[src/rtl/dual_fetch_unit.sv]
// ---------------------------------------------------------------------------
// dual_fetch_unit
//
// Dual-issue fetch stage. Holds the 8-bit word-addressed PC and presents two
// consecutive fetch addresses to an external combinational instruction
// memory. Both returned instructions are predecoded for conditional branches
// (BEQ/BNE). Each branch is predicted with a table of 2-bit saturating
// counters indexed by the low PC bits. The next PC is then chosen from
// redirect, stall, the slot-1 or slot-2 prediction, or the fall-through
// address. The only registered state is the PC and the counter table. Every
// output is a combinational function of that state and of the memory data,
// because the outputs feed the fetch/decode pipeline register directly.
//
// Ports:
//   clk              in   rising-edge clock
//   reset            in   asynchronous active-low reset
//   stall_outer      in   hold the PC (same stall that freezes fetch/decode)
//   redirect_en/pc   in   redirect from execute/decode; wins even during stall
//   upd1_en/pc/taken in   resolved-branch counter update, slot 1
//   upd2_en/pc/taken in   resolved-branch counter update, slot 2 (wins on
//                         a same-index collision)
//   imem_addr1/2     out  fetch addresses (pc, pc+1)
//   imem_rdata1/2    in   instruction words at those addresses
//   inst1_Fetch      out  slot-1 instruction
//   inst2_Fetch      out  slot-2 instruction, zero when squashed by slot 1
//   pcF              out  current PC
//   pcPlus1F         out  pc+1
//   pcPlus2_F        out  pc+2
//   pcBranchF        out  slot-1 branch target (pc+1 + inst1[7:0])
//   pcBranchF_inst2  out  slot-2 branch target (pc+2 + inst2[7:0])
//   predictionF_1/2  out  predicted-taken flags per slot
// ---------------------------------------------------------------------------
module dual_fetch_unit #(
  parameter int          BHT_BITS = 4,       // log2 of table entries, 1..8
  parameter logic [7:0]  RESET_PC = 8'h00,
  parameter logic [5:0]  BEQ_OP   = 6'h04,
  parameter logic [5:0]  BNE_OP   = 6'h05
) (
  input  logic        clk,
  input  logic        reset,
  input  logic        stall_outer,
  input  logic        redirect_en,
  input  logic [7:0]  redirect_pc,
  input  logic        upd1_en,
  input  logic [7:0]  upd1_pc,
  input  logic        upd1_taken,
  input  logic        upd2_en,
  input  logic [7:0]  upd2_pc,
  input  logic        upd2_taken,
  output logic [7:0]  imem_addr1,
  output logic [7:0]  imem_addr2,
  input  logic [31:0] imem_rdata1,
  input  logic [31:0] imem_rdata2,
  output logic [31:0] inst1_Fetch,
  output logic [31:0] inst2_Fetch,
  output logic [7:0]  pcF,
  output logic [7:0]  pcPlus1F,
  output logic [7:0]  pcPlus2_F,
  output logic [7:0]  pcBranchF,
  output logic [7:0]  pcBranchF_inst2,
  output logic        predictionF_1,
  output logic        predictionF_2
);

  localparam int BHT_ENTRIES = 1 << BHT_BITS;

  // Next counter value. Taken moves towards 11 and not-taken moves towards
  // 00. Both ends saturate.
  function automatic logic [1:0] sat_count(input logic [1:0] ctr, input logic taken);
    logic [1:0] nxt;
    nxt = ctr;
    case ({taken, ctr})
      3'b1_11: nxt = 2'b11;
      3'b0_00: nxt = 2'b00;
      default: nxt = taken ? (ctr + 2'd1) : (ctr - 2'd1);
    endcase
    return nxt;
  endfunction

  logic [7:0]                    pc;
  logic [7:0]                    pc_next;
  logic [BHT_ENTRIES-1:0][1:0]   bht;
  logic [BHT_BITS-1:0]           idx1;
  logic [BHT_BITS-1:0]           idx2;
  logic [BHT_BITS-1:0]           upd1_idx;
  logic [BHT_BITS-1:0]           upd2_idx;
  logic                          br1;
  logic                          br2;
  logic                          upd1_apply;
  logic                          unused_upd_bits;

  // PC arithmetic wraps modulo 256 by construction of the 8-bit sums.
  assign pcF        = pc;
  assign pcPlus1F   = pc + 8'd1;
  assign pcPlus2_F  = pc + 8'd2;
  assign imem_addr1 = pc;
  assign imem_addr2 = pcPlus1F;

  // Slot 2 lives at pc+1, so its counter is looked up with that address.
  assign idx1     = pc[BHT_BITS-1:0];
  assign idx2     = pcPlus1F[BHT_BITS-1:0];
  assign upd1_idx = upd1_pc[BHT_BITS-1:0];
  assign upd2_idx = upd2_pc[BHT_BITS-1:0];

  // Upper update-PC bits do not take part in indexing.
  assign unused_upd_bits = ^{upd1_pc, upd2_pc};

  // Predecode both slots and compute both targets. Targets are produced
  // whether or not the slot holds a branch.
  always_comb begin
    br1             = (imem_rdata1[31:26] == BEQ_OP) || (imem_rdata1[31:26] == BNE_OP);
    br2             = (imem_rdata2[31:26] == BEQ_OP) || (imem_rdata2[31:26] == BNE_OP);
    pcBranchF       = pcPlus1F  + imem_rdata1[7:0];
    pcBranchF_inst2 = pcPlus2_F + imem_rdata2[7:0];
  end

  // Prediction and squash. A predicted-taken slot 1 makes slot 2 dead, so
  // slot 2 can neither predict nor issue.
  always_comb begin
    predictionF_1 = br1 & bht[idx1][1];
    predictionF_2 = br2 & ~predictionF_1 & bht[idx2][1];
    inst1_Fetch   = imem_rdata1;
    if (predictionF_1) begin
      inst2_Fetch = 32'h0000_0000;
    end else begin
      inst2_Fetch = imem_rdata2;
    end
  end

  // Next-PC selection. Redirect outranks stall so that a mispredict can
  // recover while fetch is frozen.
  always_comb begin
    pc_next = pcPlus2_F;
    if (redirect_en) begin
      pc_next = redirect_pc;
    end else if (stall_outer) begin
      pc_next = pc;
    end else if (predictionF_1) begin
      pc_next = pcBranchF;
    end else if (predictionF_2) begin
      pc_next = pcBranchF_inst2;
    end else begin
      pc_next = pcPlus2_F;
    end
  end

  // PC register.
  always_ff @(posedge clk or negedge reset) begin
    if (!reset) begin
      pc <= RESET_PC;
    end else begin
      pc <= pc_next;
    end
  end

  // When both update ports hit the same counter, only the slot-2 update is
  // applied. Slot 2 is the younger resolved branch.
  assign upd1_apply = upd1_en && !(upd2_en && (upd1_idx == upd2_idx));

  // Counter table. Updates ignore stall. Reads in the same cycle as an
  // update see the old value.
  always_ff @(posedge clk or negedge reset) begin
    if (!reset) begin
      bht <= {BHT_ENTRIES{2'b01}};
    end else begin
      if (upd1_apply) begin
        bht[upd1_idx] <= sat_count(bht[upd1_idx], upd1_taken);
      end
      if (upd2_en) begin
        bht[upd2_idx] <= sat_count(bht[upd2_idx], upd2_taken);
      end
    end
  end

endmodule

[config.mk]
export PLATFORM = sky130hd
export DESIGN_NAME = dual_fetch_unit
export DESIGN_NICKNAME = d
export VERILOG_FILES = /design/src/rtl/dual_fetch_unit.sv
export SDC_FILE = /design/constraint.sdc
export NUM_CORES = 1
export LEC_CHECK = 0
export ABC_AREA = 1
export CORE_ASPECT_RATIO = 1.1
export CORE_MARGIN = 2
export CORE_UTILIZATION = 48
export DETAILED_ROUTE_END_ITERATION = 12
export PLACE_DENSITY = 0.87
export SYNTH_ARGS = -nofsm -noshare
export SYNTH_HDL_FRONTEND = slang
export SYNTH_SLANG_ARGS = --single-unit
[constraint.sdc]
create_clock -name clk -period 4.2 [get_ports clk]
set_clock_uncertainty 0.05 [all_clocks]
set_input_delay 0.63 -clock clk [delete_from_list [all_inputs] [get_ports clk]]
set_output_delay 0.63 -clock clk [all_outputs]
set_load 0.05 [all_outputs]
==> impl_metrics.prom <==
# TYPE chip_impl_metric gauge
chip_impl_metric{name="max-cap-violations",unit=""} 0
chip_impl_info{name="yosysMostFrequentCell",value="sky130_fd_sc_hd__nand2_1"} 1
chip_impl_metric{name="numPortBuffers",unit=""} 171
chip_impl_metric{name="synth_seq_cells",unit=""} 40
chip_impl_metric{name="netlist-cell-type-count",unit=""} 37
chip_impl_metric{name="layout.area.seq",unit="µm²"} 1020
chip_impl_metric{name="power_per_cell_area",unit="nW/µm²"} 478
chip_impl_metric{name="drt_iter0_drcs",unit=""} 527
chip_impl_metric{name="worst_ep_required_time",unit="ns"} 3.52
chip_impl_metric{name="io_pins",unit=""} 218
chip_impl_metric{name="detailedPlacementHpwl",unit="µm"} 13200
chip_impl_metric{name="die_y",unit="µm"} 112
chip_impl_info{name="criticalPathCategory",value="reg2out"} 1
chip_impl_metric{name="clkSinkCount",unit=""} 40
chip_impl_info{name="dominantRegCellSynth",value="sky130_fd_sc_hd__dfrtp_1"} 1
chip_impl_metric{name="die_area",unit="µm²"} 11500
chip_impl_metric{name="initial_cell_density_of_the_core",unit=""} 0.491
chip_impl_metric{name="place_congestion",unit=""} 0.967
chip_impl_metric{name="post_synth_inst_count",unit=""} 841
chip_impl_metric{name="cts-root-to-sink-buffers",unit=""} 2
chip_impl_info{name="clock_tree_from_tritoncts",value="yes"} 1
chip_impl_metric{name="timing.critical_path.fanout_max",unit=""} 9
chip_impl_metric{name="mean_routed_wirelength_per_cell",unit="µm"} 14.9
chip_impl_metric{name="synthesis.nets",unit=""} 961
chip_impl_metric{name="layout-drive-gt1-share",unit=""} 0.0686
chip_impl_metric{name="worst_pin_slew",unit="ns"} 0.947
chip_impl_metric{name="post_cts_hold_buffer_count",unit=""} 0
chip_impl_metric{name="grt_util_all_layers",unit=""} 0.280
chip_impl_metric{name="pin_count_of_the_biggest_net_entering_global_routing",unit=""} 45
chip_impl_metric{name="drt_via_density",unit=""} 5.29
chip_impl_metric{name="fin_setup_tns",unit="ns"} 0
chip_impl_metric{name="timing.final.crit_share",unit=""} 0.923
chip_impl_metric{name="yosysTopAreaCellShare",unit=""} 0.183
chip_impl_metric{name="number_of_enable_flip_flop_cells_after_synthesis",unit=""} 0
chip_impl_info{name="capturing_element_type_of_the_critical_path",value="output pin"} 1
chip_impl_metric{name="syn_area_per_cell",unit="µm²"} 6.07
chip_impl_metric{name="floorplan.core_area",unit="µm²"} 10400
chip_impl_metric{name="synth_async_sr_flop_share",unit=""} 1.00
chip_impl_metric{name="ctsHtreeMaxLevel",unit=""} 2
chip_impl_metric{name="timing.final.max_slew_violations",unit=""} 0
chip_impl_metric{name="max_freq",unit="GHz"} 0.258
chip_impl_metric{name="final_nets",unit=""} 1081
chip_impl_metric{name="route.vias.total",unit=""} 5845
chip_impl_metric{name="multi_input_comb_area",unit="µm²"} 3050
chip_impl_metric{name="worst_path_arrival_time",unit="ns"} 3.20
chip_impl_metric{name="first_global_vias",unit=""} 5419
chip_impl_metric{name="antenna_found_initial",unit=""} 0
chip_impl_info{name="result_of_the_run",value="completed"} 1
chip_impl_metric{name="clkSlewWorstSetupHoldPaths",unit="ns"} 0.06
chip_impl_metric{name="timing.final.hold_violations",unit=""} 0
chip_impl_metric{name="wire_length_of_the_first_global_routing_pass",unit="µm"} 25900
chip_impl_info{name="hold_path_class",value="in2async"} 1
chip_impl_info{name="synth_top_area_cell",value="sky130_fd_sc_hd__nand2_1"} 1
chip_impl_info{name="rsz_0062_raised_after_global_routing",value="no"} 1
chip_impl_metric{name="rows",unit=""} 39
chip_impl_metric{name="setup_viol",unit=""} 0
chip_impl_metric{name="post_cts_buffers",unit=""} 0
chip_impl_metric{name="final_cell_utilization_of_the_core",unit=""} 0.650
chip_impl_metric{name="die_w",unit="µm"} 102
chip_impl_metric{name="antennaDiodeCount",unit=""} 0
chip_impl_metric{name="clock_latency",unit="ns"} 0.29
chip_impl_metric{name="fillCellCount",unit=""} 929
chip_impl_metric{name="max-vdd-ir-drop",unit="µV"} 313
chip_impl_metric{name="clock_period_minus_worst_slack",unit="ns"} 3.88
chip_impl_metric{name="slew-limit-headroom",unit=""} 0.369
chip_impl_metric{name="drt_first_pass_iters",unit=""} 6
chip_impl_info{name="synth_area_leaders",value="sky130_fd_sc_hd__nand2_1 (18%), sky130_fd_sc_hd__dfrtp_1 (12%), sky130_fd_sc_hd__inv_1 (10%), sky130_fd_sc_hd__nand3_1 (9.3%), sky130_fd_sc_hd__dfstp_2 (8.2%)"} 1
chip_impl_metric{name="synthesis.area",unit="µm²"} 5100
chip_impl_metric{name="drt_wl_total",unit="µm"} 16400
chip_impl_metric{name="cts_inserted_buffers",unit=""} 5
chip_impl_info{name="synth.cells.most_frequent",value="sky130_fd_sc_hd__nand2_1 (249), sky130_fd_sc_hd__inv_1 (141), sky130_fd_sc_hd__nand3_1 (95)"} 1
chip_impl_metric{name="gr-total-overflow",unit=""} 0
chip_impl_metric{name="power_leakage",unit="µW"} 0.00341
chip_impl_metric{name="antenna_violating_nets_post_route",unit=""} 0
chip_impl_info{name="clock_root_buffer_master",value="sky130_fd_sc_hd__clkbuf_16"} 1
chip_impl_info{name="critPathLaunchType",value="flop"} 1
chip_impl_metric{name="area_delta_synth_final",unit="%"} 32.3
chip_impl_metric{name="sequential_element_share_of_the_synthesized_area",unit=""} 0.200
chip_impl_metric{name="synth.yosys.warnings",unit=""} 0
chip_impl_metric{name="drc",unit=""} 0
[state kept, by name, indices dropped and copies added, names as in the netlist]
register / count
bht: 32
imem_addr1: 8
[layer usage]
| metal | GRT usage | share of wire |
|---|---|---|
| met1 | 0.331 | 0.38 |
| met2 | 0.513 | 0.51 |
| met3 | 0.0423 | 0.083 |
| met4 | 0.0880 | 0.025 |
| met5 | 0 | 0 |
[final timing paths]
path	from	endpoint	slack, ns	cells after the start
max reg2reg	imem_addr1[1]	imem_addr1[6]	1.16	14
max	imem_addr1[1]	pcBranchF_inst2[4]	0.32	8
max in group asynchronous	reset	imem_addr1[1]	3.07	1
min reg2reg	bht[28]	bht[28]	0.45	2
min in group clk	bht[28]	bht[28]	0.45	2
min	reset	imem_addr1[4]	0.44	1
[kinds of logic after synthesis]
kind of cell,after synthesis,synth area share
buf+inv,215,0.209
fa+ha+maj,24,0.0676
xor+xnor,19,0.0326
simple gates,430,0.369
compound gates,113,0.123
flops,40,0.200
[worst max-delay path, stage by stage, from the launching register on]
cell and delay (ns):
sky130_fd_sc_hd__dfrtp_1 0.41, sky130_fd_sc_hd__buf_4 0.19, sky130_fd_sc_hd__ha_1 0.26, sky130_fd_sc_hd__xor2_1 0.27, sky130_fd_sc_hd__ha_1 0.34, sky130_fd_sc_hd__a21o_1 0.21, sky130_fd_sc_hd__a31oi_1 0.17, sky130_fd_sc_hd__xnor2_1 0.19
sky130_fd_sc_hd__clkdlybuf4s50_1 0.86
[power breakdown]
group / switching (µW) / leakage (µW) / total, µW / internal (µW)
clock network: 164 / 0.0000766 / 399 / 235
logic: 1460 / 0.00288 / 2190 / 728
registers: 114 / 0.000454 / 645 / 531
total: 1740 / 0.00341 / 3230 / 1490
[repair_timing]
| item | 4_1_cts | 5_1_grt |
|---|---|---|
| endpoints found under the hold margin | 0 | 0 |
| resized for setup | 0 | 1 |
| endpoints found under the setup margin | 0 | 1 |
[stage by stage]
| step | std cells | total power, µW | worst slack (ns) | cell area (µm²) | hold WS (ns) |
|---|---|---|---|---|---|
| floorplan | 841 | 2210 | 0.00611 | 5130 | 0.284 |
| global placement | 1097 | 2790 | 0.392 | 6600 | 0.428 |
| detailed placement | 1097 | 2820 | 0.359 | 6600 | 0.443 |
| CTS | 1105 | 3220 | 0.234 | 6750 | 0.450 |
| global route | 1105 | 3420 | 0.174 | 6760 | 0.467 |
| finish | 1105 | 3230 | 0.322 | 6760 | 0.439 |
[final cells by class]
type | instances | area share
Clock buffer | 6 | 0.0206
Clock inverter | 2 | 0.00148
Inverter | 146 | 0.0819
Multi-Input combinational cell | 586 | 0.451
Sequential cell | 40 | 0.151
Tap cell | 143 | 0.0265
Timing Repair Buffer | 182 | 0.267
[placed cells by master, fill, tap and decap left out, types with 2 or more instances in the layout]
cell type	synthesis	final
sky130_fd_sc_hd__xor2_1	14	12
sky130_fd_sc_hd__nand3_2	2	2
sky130_fd_sc_hd__inv_1	141	141
sky130_fd_sc_hd__buf_4	52	14
sky130_fd_sc_hd__nand2_4	2	2
sky130_fd_sc_hd__clkinv_2	0	2
sky130_fd_sc_hd__nand3_4	2	2
sky130_fd_sc_hd__clkdlybuf4s50_1	0	164
sky130_fd_sc_hd__a22oi_1	4	4
sky130_fd_sc_hd__a31oi_1	3	3
sky130_fd_sc_hd__xor2_2	0	2
sky130_fd_sc_hd__nand2_1	249	249
sky130_fd_sc_hd__o21ai_0	51	51
sky130_fd_sc_hd__nand3_1	95	95
sky130_fd_sc_hd__dfstp_2	16	16
sky130_fd_sc_hd__fa_1	6	6
sky130_fd_sc_hd__o221ai_1	4	4
sky130_fd_sc_hd__a21oi_1	29	29
sky130_fd_sc_hd__nand4_1	8	8
sky130_fd_sc_hd__ha_1	18	18
sky130_fd_sc_hd__o22ai_1	17	17
sky130_fd_sc_hd__xnor2_2	0	2
sky130_fd_sc_hd__nor3_1	6	6
sky130_fd_sc_hd__dfrtp_1	24	24
sky130_fd_sc_hd__xnor2_1	5	3
sky130_fd_sc_hd__inv_2	2	2
sky130_fd_sc_hd__nor2_4	5	5
sky130_fd_sc_hd__clkbuf_16	0	5
sky130_fd_sc_hd__nand3b_1	2	2
sky130_fd_sc_hd__clkinv_1	2	2
sky130_fd_sc_hd__o21ai_1	2	2
sky130_fd_sc_hd__nor2_1	52	52
sky130_fd_sc_hd__buf_12	0	2
sky130_fd_sc_hd__a221oi_1	2	2
sky130_fd_sc_hd__nor2_2	4	4
sky130_fd_sc_hd__or2_2	2	2
No activity file was read; power rests on OpenSTA's default activity.
